### config.mk
export PLATFORM = sky130hd
export DESIGN_NAME = fetch_ctrl
export DESIGN_NICKNAME = d
export VERILOG_FILES = /design/src/rtl/fetch_pkg.sv /design/src/rtl/fetch_skid.sv /design/src/rtl/fetch_ctrl.sv
export SDC_FILE = /design/constraint.sdc
export NUM_CORES = 1
export LEC_CHECK = 0
export CAP_MARGIN = 15
export CORE_MARGIN = 3
export CORE_UTILIZATION = 54
export DETAILED_ROUTE_END_ITERATION = 6
export PLACE_DENSITY = 0.78
export SKIP_CTS_REPAIR_TIMING = 1
export SYNTH_ARGS = -nofsm -noshare
export SYNTH_HDL_FRONTEND = slang
export SYNTH_SLANG_ARGS = --single-unit
### constraint.sdc
create_clock -name clk -period 10.6 [get_ports clk]
set_clock_uncertainty 0.05 [all_clocks]
set_input_delay 2.12 -clock clk [delete_from_list [all_inputs] [get_ports clk]]
set_output_delay 2.12 -clock clk [all_outputs]
set_load 0.01 [all_outputs]
### src/rtl/fetch_pkg.sv
`default_nettype none
// ============================================================================
// Module      : fetch_pkg
// Description : Shared types and constants for the instruction-fetch
//               controller: FSM state encoding, word-address type, default
//               reset/exception PCs, sequential increment, alignment helper.
// Revision    : 1.0  initial release
// ============================================================================
package fetch_pkg;

    typedef logic [31:0] word_addr_t;

    localparam word_addr_t FETCH_PC_INCR    = 32'd4;
    localparam word_addr_t FETCH_RESET_PC   = 32'h0000_0000;
    localparam word_addr_t FETCH_EXC_VECTOR = 32'h0000_0080;

    typedef enum logic [1:0] {
        ST_IDLE  = 2'd0,
        ST_FETCH = 2'd1,
        ST_HOLD  = 2'd2,
        ST_DRAIN = 2'd3
    } fetch_state_e;

    // Instruction addresses are always word aligned; low bits are dropped.
    function automatic word_addr_t align_word(input word_addr_t addr);
        return {addr[31:2], 2'b00};
    endfunction

endpackage : fetch_pkg
`default_nettype wire

### src/rtl/fetch_skid.sv
`default_nettype none
// ============================================================================
// Module      : fetch_skid
// Description : One-entry {inst, pc} holding register used when memory
//               returns a word while decode is stalled on the current one.
// Ports       : clk, reset      - clock, async active-high reset
//               load            - capture load_inst/load_pc, mark valid
//               unload          - entry consumed, mark invalid
//               clear           - discard entry (flush), zero contents
//               load_inst/pc    - data to capture
//               valid/inst/pc   - stored entry
// Revision    : 1.0  initial release
// ============================================================================
module fetch_skid
    import fetch_pkg::*;
(
    input  logic       clk,
    input  logic       reset,
    input  logic       load,
    input  logic       unload,
    input  logic       clear,
    input  logic [31:0] load_inst,
    input  word_addr_t load_pc,
    output logic       valid,
    output logic [31:0] inst,
    output word_addr_t pc
);

    logic       valid_q, valid_d;
    logic [31:0] inst_q, inst_d;
    word_addr_t pc_q, pc_d;

    always_comb begin
        valid_d = valid_q;
        inst_d  = inst_q;
        pc_d    = pc_q;
        if (clear) begin
            valid_d = 1'b0;
            inst_d  = '0;
            pc_d    = '0;
        end else if (load) begin
            valid_d = 1'b1;
            inst_d  = load_inst;
            pc_d    = load_pc;
        end else if (unload) begin
            valid_d = 1'b0;
        end
    end

    always_ff @(posedge clk or posedge reset) begin
        if (reset) begin
            valid_q <= 1'b0;
            inst_q  <= '0;
            pc_q    <= '0;
        end else begin
            valid_q <= valid_d;
            inst_q  <= inst_d;
            pc_q    <= pc_d;
        end
    end

    assign valid = valid_q;
    assign inst  = inst_q;
    assign pc    = pc_q;

endmodule : fetch_skid
`default_nettype wire

### src/rtl/fetch_ctrl.sv
`default_nettype none
// ============================================================================
// Module      : fetch_ctrl
// Description : Instruction-fetch sequencer. Owns the PC, drives a req/ack
//               instruction memory, presents {inst, pc, pc+4} to decode with
//               a valid/stall handshake, and handles redirects/exceptions,
//               including those that arrive while a request is outstanding.
// Ports       : clk, reset           - clock, async active-high reset
//               imem_req/imem_addr   - fetch request and word address
//               imem_ack/imem_rdata  - memory completion and data
//               stall_in             - decode not accepting this cycle
//               redirect_valid/pc    - taken branch/jump target
//               exc_valid            - exception, vector to EXC_VECTOR
//               if_valid/if_inst/if_pc/if_pc_plus4 - decode output slot
// Revision    : 1.0  initial release
// ============================================================================
module fetch_ctrl
    import fetch_pkg::*;
#(
    parameter word_addr_t RESET_PC   = FETCH_RESET_PC,
    parameter word_addr_t EXC_VECTOR = FETCH_EXC_VECTOR,
    parameter word_addr_t PC_INCR    = FETCH_PC_INCR
) (
    input  logic        clk,
    input  logic        reset,
    output logic        imem_req,
    output logic [31:0] imem_addr,
    input  logic        imem_ack,
    input  logic [31:0] imem_rdata,
    input  logic        stall_in,
    input  logic        redirect_valid,
    input  logic [31:0] redirect_pc,
    input  logic        exc_valid,
    output logic        if_valid,
    output logic [31:0] if_inst,
    output logic [31:0] if_pc,
    output logic [31:0] if_pc_plus4
);

    fetch_state_e state_q, state_d;
    word_addr_t   pc_q, pc_d;
    word_addr_t   pending_pc_q, pending_pc_d;
    logic         if_valid_q, if_valid_d;
    logic [31:0]  if_inst_q, if_inst_d;
    word_addr_t   if_pc_q, if_pc_d;
    word_addr_t   if_pc_plus4_q, if_pc_plus4_d;

    logic         flush;
    word_addr_t   target;
    logic         ack_acc;
    logic         slot_free;

    logic         skid_load, skid_unload, skid_clear;
    logic         skid_valid;
    logic [31:0]  skid_inst;
    word_addr_t   skid_pc;

    fetch_skid u_skid (
        .clk       (clk),
        .reset     (reset),
        .load      (skid_load),
        .unload    (skid_unload),
        .clear     (skid_clear),
        .load_inst (imem_rdata),
        .load_pc   (pc_q),
        .valid     (skid_valid),
        .inst      (skid_inst),
        .pc        (skid_pc)
    );

    // Exception outranks a simultaneous redirect. An ack is only meaningful
    // while a request is actually outstanding.
    always_comb begin
        flush     = exc_valid | redirect_valid;
        target    = exc_valid ? align_word(EXC_VECTOR) : align_word(redirect_pc);
        ack_acc   = imem_ack & imem_req;
        slot_free = ~if_valid_q | ~stall_in;
    end

    // State register
    always_ff @(posedge clk or posedge reset) begin
        if (reset) begin
            state_q <= ST_IDLE;
        end else begin
            state_q <= state_d;
        end
    end

    // Next-state logic
    always_comb begin
        state_d = state_q;
        case (state_q)
            ST_IDLE:  state_d = ST_FETCH;
            ST_FETCH: begin
                if (flush) begin
                    if (!ack_acc) state_d = ST_DRAIN;
                end else if (ack_acc && !slot_free) begin
                    state_d = ST_HOLD;
                end
            end
            ST_HOLD:  if (flush || !stall_in) state_d = ST_FETCH;
            ST_DRAIN: if (ack_acc) state_d = ST_FETCH;
            default:  state_d = ST_IDLE;
        endcase
    end

    // Memory-side outputs. In DRAIN the stale request stays on the bus
    // unchanged until memory completes it, since requests are never withdrawn.
    always_comb begin
        imem_req  = (state_q == ST_FETCH) || (state_q == ST_DRAIN);
        imem_addr = pc_q;
    end

    // PC, pending target and decode output slot
    always_comb begin
        pc_d          = pc_q;
        pending_pc_d  = pending_pc_q;
        if_valid_d    = if_valid_q & stall_in;   // consumed when not stalled
        if_inst_d     = if_inst_q;
        if_pc_d       = if_pc_q;
        if_pc_plus4_d = if_pc_plus4_q;
        skid_load     = 1'b0;
        skid_unload   = 1'b0;
        skid_clear    = 1'b0;

        case (state_q)
            ST_IDLE: begin
                if (flush) pc_d = target;
            end
            ST_FETCH: begin
                if (flush) begin
                    if (ack_acc) pc_d = target;
                    else         pending_pc_d = target;
                end else if (ack_acc) begin
                    if (slot_free) begin
                        if_valid_d    = 1'b1;
                        if_inst_d     = imem_rdata;
                        if_pc_d       = pc_q;
                        if_pc_plus4_d = pc_q + PC_INCR;
                    end else begin
                        skid_load = 1'b1;
                    end
                    pc_d = pc_q + PC_INCR;
                end
            end
            ST_HOLD: begin
                if (flush) begin
                    skid_clear = 1'b1;
                    pc_d       = target;
                end else if (!stall_in) begin
                    if_valid_d    = skid_valid;
                    if_inst_d     = skid_inst;
                    if_pc_d       = skid_pc;
                    if_pc_plus4_d = skid_pc + PC_INCR;
                    skid_unload   = 1'b1;
                end
            end
            ST_DRAIN: begin
                // Latest flush wins, including one coinciding with the ack.
                if (flush) pending_pc_d = target;
                if (ack_acc) pc_d = flush ? target : pending_pc_q;
            end
            default: ;
        endcase

        if (flush) if_valid_d = 1'b0;
    end

    always_ff @(posedge clk or posedge reset) begin
        if (reset) begin
            pc_q          <= align_word(RESET_PC);
            pending_pc_q  <= '0;
            if_valid_q    <= 1'b0;
            if_inst_q     <= '0;
            if_pc_q       <= '0;
            if_pc_plus4_q <= '0;
        end else begin
            pc_q          <= pc_d;
            pending_pc_q  <= pending_pc_d;
            if_valid_q    <= if_valid_d;
            if_inst_q     <= if_inst_d;
            if_pc_q       <= if_pc_d;
            if_pc_plus4_q <= if_pc_plus4_d;
        end
    end

    assign if_valid    = if_valid_q;
    assign if_inst     = if_inst_q;
    assign if_pc       = if_pc_q;
    assign if_pc_plus4 = if_pc_plus4_q;

endmodule : fetch_ctrl
`default_nettype wire

* Yosys cells after proc, flatten, opt, wreduce, memory -nomap -nowiden
Index checks and enable logic that the tools add are counted.
** Storage, ports and cells
- Register bits after elaboration :: 228
- Input port bits :: 70
- Output and inout bits :: 130
- Logic and storage cells :: 104
** Operators by class
- $add $sub $neg :: 2
- Equality and inequality tests :: 15
- Multiplexer cells :: 56
- Bitwise operators :: 6
- Reductions and logical operators :: 15
** Operator list (count)
- $mux 32 :: 28
- $pmux 32 s2 :: 4
- $pmux 32 s3 :: 1
- $add 32x3->32 const B :: 2
- $ne 2x2->1 const B :: 9
- $mux 1 :: 16
- $mux 2 :: 5
- $pmux 2 s4 :: 1
- $ne 3x3->1 const B :: 2
- $reduce_and 3->1 :: 2
- $reduce_and 6->1 :: 1
- $reduce_bool 2->1 :: 3
- $eq 2x2->1 const B :: 2
- $reduce_and 4->1 :: 1
- $reduce_bool 3->1 :: 1
- $and 1x1->1 :: 2
- $eq 2x1->1 const B :: 1
- $logic_not 1->1 :: 2
- $logic_not 2->1 :: 1
- $logic_or 1x1->1 :: 2
- $ne 2x1->1 const B :: 1
- $not 1->1 :: 2
- $or 1x1->1 :: 2
- $pmux 1 s2 :: 1
- other kinds (2) :: 2

* Depth between registers and ports, before layout
- Word-level depth :: 8
- Depth in mapped cells :: 10
- Gate-level depth less buffers :: 7

* By module
From an unflattened synthesis, not the netlist that was laid out.
** Unflattened totals
- Cells, all modules :: 1174
- Area, all modules :: 11576.1 um^2
** Modules (own cells, without submodules)
- fetch_ctrl :: times used 1, cells an instance 963, area an instance 8902.3 um^2, sequential area each 4028.9 um^2
- fetch_skid :: times used 1, cells an instance 211, area an instance 2673.8 um^2, sequential area each 1626.6 um^2

* Worst setup path before layout
Ideal clock, no wire load.
- Path type :: input -> register
- From :: input port redirect_valid
- To :: register u_skid.inst_q[10] (netlist: u_skid.inst[10])
- Library setup time :: 0.079 ns
- Arrival :: 3.813 ns
- Required time :: 10.471 ns
- Slack :: 6.658 ns
- Stages :: 7
- Path buffers :: 3
- Path through :: clkbuf_1 or2_2 clkbuf_1 nor3_1 clkbuf_1 nand2_1 a21oi_1
** On the way
- Longest elaborated chain between the ends :: 4
- Elaborated cells between the ends (all ways) :: 7
- Classes of those cells :: mux (5); bitwise (1); reduce/logical (1)
** RTL lines
- start, declared :: RTL line fetch_ctrl.sv:31 : input logic redirect_valid,
- $or 1x1->1 * :: RTL line fetch_ctrl.sv:74 : flush = exc_valid | redirect_valid;
- $mux 1 (on tied branches) :: RTL line fetch_ctrl.sv:147, fetch_ctrl.sv:131
- $mux 1 :: RTL line fetch_ctrl.sv:126 : case (state_q)
- $mux 32 or $reduce_bool 2->1 (tied branches)
- end signal, assigned :: RTL line fetch_skid.sv:57 : inst_q <= inst_d;
- end, declared :: RTL line fetch_skid.sv:30 : logic [31:0] inst_q, inst_d;
Every way passes the cells marked *; elsewhere a longest branch is shown, timed or not.
A chain may end at the register's enable or synchronous reset.

* Final worst setup path
- From :: input port exc_valid
- To :: register pc_q[13] (netlist: imem_addr[13])
** On the way
- Longest elaborated chain between the ends :: 4
- Elaborated cells between the ends (all ways) :: 10
- Classes of those cells :: eq/ne (1); mux (7); bitwise (1); reduce/logical (1)
** RTL lines
- start, declared :: RTL line fetch_ctrl.sv:33 : input logic exc_valid,
- $mux 32 or $or 1x1->1 (tied branches) :: RTL line fetch_ctrl.sv:75, fetch_ctrl.sv:74
- $mux 32 (on tied branches) :: RTL line fetch_ctrl.sv:128, fetch_ctrl.sv:147, fetch_ctrl.sv:132
- $mux 32 (on tied branches) :: RTL line fetch_ctrl.sv:161, fetch_ctrl.sv:131
- $pmux 32 s3 :: RTL line fetch_ctrl.sv:126
- end signal, assigned :: RTL line fetch_ctrl.sv:171 : pc_q <= align_word(RESET_PC);
- end signal, assigned :: RTL line fetch_ctrl.sv:178 : pc_q <= pc_d;
- end, declared :: RTL line fetch_ctrl.sv:41 : word_addr_t pc_q, pc_d;
Parallel ways exist; a longest one is shown, timed or not. The select of a mux whose other input is x is not followed.

==> results.json <==
{
  "grt_pass1_vias": 10300,
  "htreeDepth": 1,
  "cts_buffer_depth": 3,
  "rsz0062_at_grt": "false",
  "async_reset_ff_share_pct": 100,
  "die_x_um": 155,
  "gr-total-overflow": 0,
  "core_area_mm2": 0.0219,
  "critPathKind": "in -> reg",
  "power_leakage_uw": 0.00615,
  "clk_pin_slew_ns": 0.06,
  "ys_seq_area_share_pct": 46.9,
  "clkSinkCount": 226,
  "synth_adder_area_share_pct": 0.622,
  "root_buffer": "clkbuf_16",
  "synth_area_mm2": 0.0121,
  "syn_avg_cell_area_um2": 8.94,
  "synthXorXnorAreaFrac_pct": 2.54,
  "crit_path_end_kind": "register",
  "fin_util_pct": 67.8,
  "synth_ff_type": "dfrtp_1",
  "relSlewSlack_pct": 25.9,
  "hp-class": "reg -> reg",
  "drt_iter0_markers": 1217,
  "grt_max_degree": 151,
  "placed_cells": 1723,
  "insertion_delay_ns": 0.53,
  "synth_edf_count": 0,
  "setup_violations": 0,
  "synth_top_family_by_area": "compound AO/OA/AOI/OAI gates",
  "vias": 11200,
  "synth_cell_type_count": 65,
  "rows": 54,
  "grt_pass1_wl_um": 57400,
  "slew_violations": 0,
  "fillers": 1792,
  "synth_warnings": 0,
  "crit_fanout": 40,
  "antenna_found_initial": 0,
  "gp_congestion": 0.909,
  "portBuffers": 197,
  "synthSimpleGateAreaFrac_pct": 19.1,
  "crit_arrival_ns": 5.29,
  "cellPowerDensity_mw_per_mm2": 274,
  "cap_violations": 0,
  "status": "finished, final reports clean",
  "synth-seq-cells": 226,
  "fin_cells": 1767,
  "cts_tree": "built",
  "max_freq_ghz": 0.202,
  "areaGrowthSynthToFinish_pct": 23.1,
  "hold_viol": 0,
  "antenna_cells": 0,
  "grt.total_usage_pct": 29.2,
  "mappedNetlistNets": 1425,
  "die_h_um": 155,
  "final_nets": 1547,
  "hpwl_um": 24200,
  "ant_nets": 0,
  "power_uw": 4070,
  "post_route_cells_drive_above_1_share_pct": 5.04,
  "peakVddDrop_v": 0.000231,
  "cts-buffers-inserted": 25,
  "synth.area.mux_share_pct": 6.60,
  "io_pins": 200,
  "start_util_pct": 55.1,
  "worst_pin_slew_ns": 1.11,
  "finalCriticalPeriod_ns": 4.96,
  "finalCritPeriodShare_pct": 46.8,
  "postRouteWirelength_um": 36000,
  "wl_per_cell_um": 20.4,
  "drc_errors": 0,
  "via_per_inst": 6.37,
  "critPathRequiredTime_ns": 10.93,
  "synthCells": 1349,
  "critPathLaunchType": "input port",
  "fin_tns_setup_ns": 0,
  "dr.pass1.iters": 6,
  "synth_compound_area_share_pct": 19.7,
  "die_area_mm2": 0.0242
}
[critical path, stage by stage]
cell and delay (ns):
clkdlybuf4s50_1 0.45, buf_4 0.34, or2_2 0.55, o22a_1 0.90, nand2_1 0.34, a221oi_1 0.49
a211oi_1 0.08
[sequential cells by signal, indices dropped and copies added (netlist names)]
name and flops:
if_pc_plus4 30, u_skid.valid 1, if_inst 32, if_pc 32, state_q 2, imem_addr 32, u_skid.pc 32, u_skid.inst 32
pending_pc_q 32, if_valid 1
[cells by family after synthesis]
family                     Yosys count
buffers and inverters              141
muxes                               79
xor gates and xnor gates            35
DFF                                226
adders and majority gates            6
AOI/OAI and AO/OA                  359
and+or+nand+nor                    503
[cells in the mapped netlist, drive strengths merged, types with 4 or more instances]
cell	n	share of area [%]
a21boi	7	0.44
a21oi	46	1.9
a221o	17	1.4
a221oi	22	1.6
a22o	4	0.29
a22oi	35	2.2
a31oi	12	0.62
and2	4	0.21
and3	4	0.21
and4	8	0.58
buf	21	0.84
clkbuf	97	3.0
dfrtp	226	47
ha	6	0.62
inv	21	0.65
mux2	4	0.37
mux2i	75	6.2
nand2	273	8.5
nand2b	4	0.21
nand3	83	3.4
nand4	22	1.2
nor2	34	1.1
nor2b	6	0.31
nor3	30	1.2
nor3b	4	0.25
nor4	18	1.1
o211ai	4	0.25
o21a	9	0.56
o21ai	133	5.5
o221ai	13	0.94
o31a	11	0.80
o31ai	14	0.87
o32ai	6	0.44
or3	4	0.21
or4	4	0.28
xnor2	25	1.8
xor2	10	0.73
[path summary, 6_finish.rpt]
path	startpoint	end	slack [ns]	cells past startpoint
setup / recovery	exc_valid	imem_addr[13]$_DFFE_PP0P_	5.64	7
hold / removal	if_inst[27]$_DFFE_PP0P_	if_inst[27]$_DFFE_PP0P_	0.43	2
setup reg to reg	state_q[0]$_DFFE_PP0P_	if_pc_plus4[20]$_DFFE_PP0P_	6.53	7
hold reg to reg	if_inst[27]$_DFFE_PP0P_	if_inst[27]$_DFFE_PP0P_	0.43	2
max in group asynchronous	reset	u_skid.inst[18]$_DFFE_PP0P_	6.64	3
min in group asynchronous	reset	if_pc_plus4[3]$_DFFE_PP0P_	2.20	2
[final cells by class]
type,count,area (µm²),area share [%]
multi-input cells,982,5900,39.7
well taps,280,350,2.36
clock buffers,35,703,4.74
inverters,23,93.8,0.632
clock inverters,8,40.0,0.270
flip-flops and latches,226,5660,38.1
repair buffers,213,2110,14.2
[placed cells by master, fill, tap and decap left out, types with 4 or more instances in the layout]
cell type	instances
inv_1	20
nor2b_1	5
a31oi_1	12
clkbuf_8	4
mux2i_1	75
buf_4	15
nor3b_1	4
a221o_1	17
dfrtp_1	226
nand2_1	272
o31a_1	11
clkbuf_1	6
a22o_1	4
a221oi_1	22
nand2b_1	4
nor4_1	16
and3_1	4
clkinv_2	8
nor2_1	34
mux2_2	4
o211ai_1	4
o32ai_1	6
o31ai_1	14
nand4_1	21
nand3_1	83
nor3_1	29
and4_1	8
and2_1	4
ha_1	5
o21a_1	9
xor2_1	10
clkbuf_16	25
xnor2_1	25
o221ai_1	13
a21oi_1	44
clkdlybuf4s50_1	197
o21ai_0	132
a22oi_1	35
a21boi_0	7
[metrics by stage]
step | setup WS (ns) | hold WS (ns) | cell area, µm²
3_3_place_gp | 5.25 | 0.410 | 14100
3_5_place_dp | 5.26 | 0.415 | 14100
6_report | 5.64 | 0.427 | 14900
2_1_floorplan | 2.24 | 0.395 | 12100
5_1_grt | 5.53 | 0.444 | 14900
4_1_cts | 5.79 | 0.429 | 14800
[power breakdown]
part	switching, µW	leakage (µW)	internal (µW)	total [µW]
logic	965	0.00282	841	1810
clock network	342	0.000375	459	801
registers	307	0.00296	1150	1460
[routing by layer]
layer | vias up | track usage [%] | share of wire (%)
li1 | 5136 | - | -
met1 | 5403 | 44.3 | 43
met2 | 644 | 43.3 | 44
met3 | 66 | 5.17 | 9.9
met4 | 0 | 7.92 | 2.8
met5 | - | 0 | 0
Note: power is estimated with default switching activity, not from simulation.
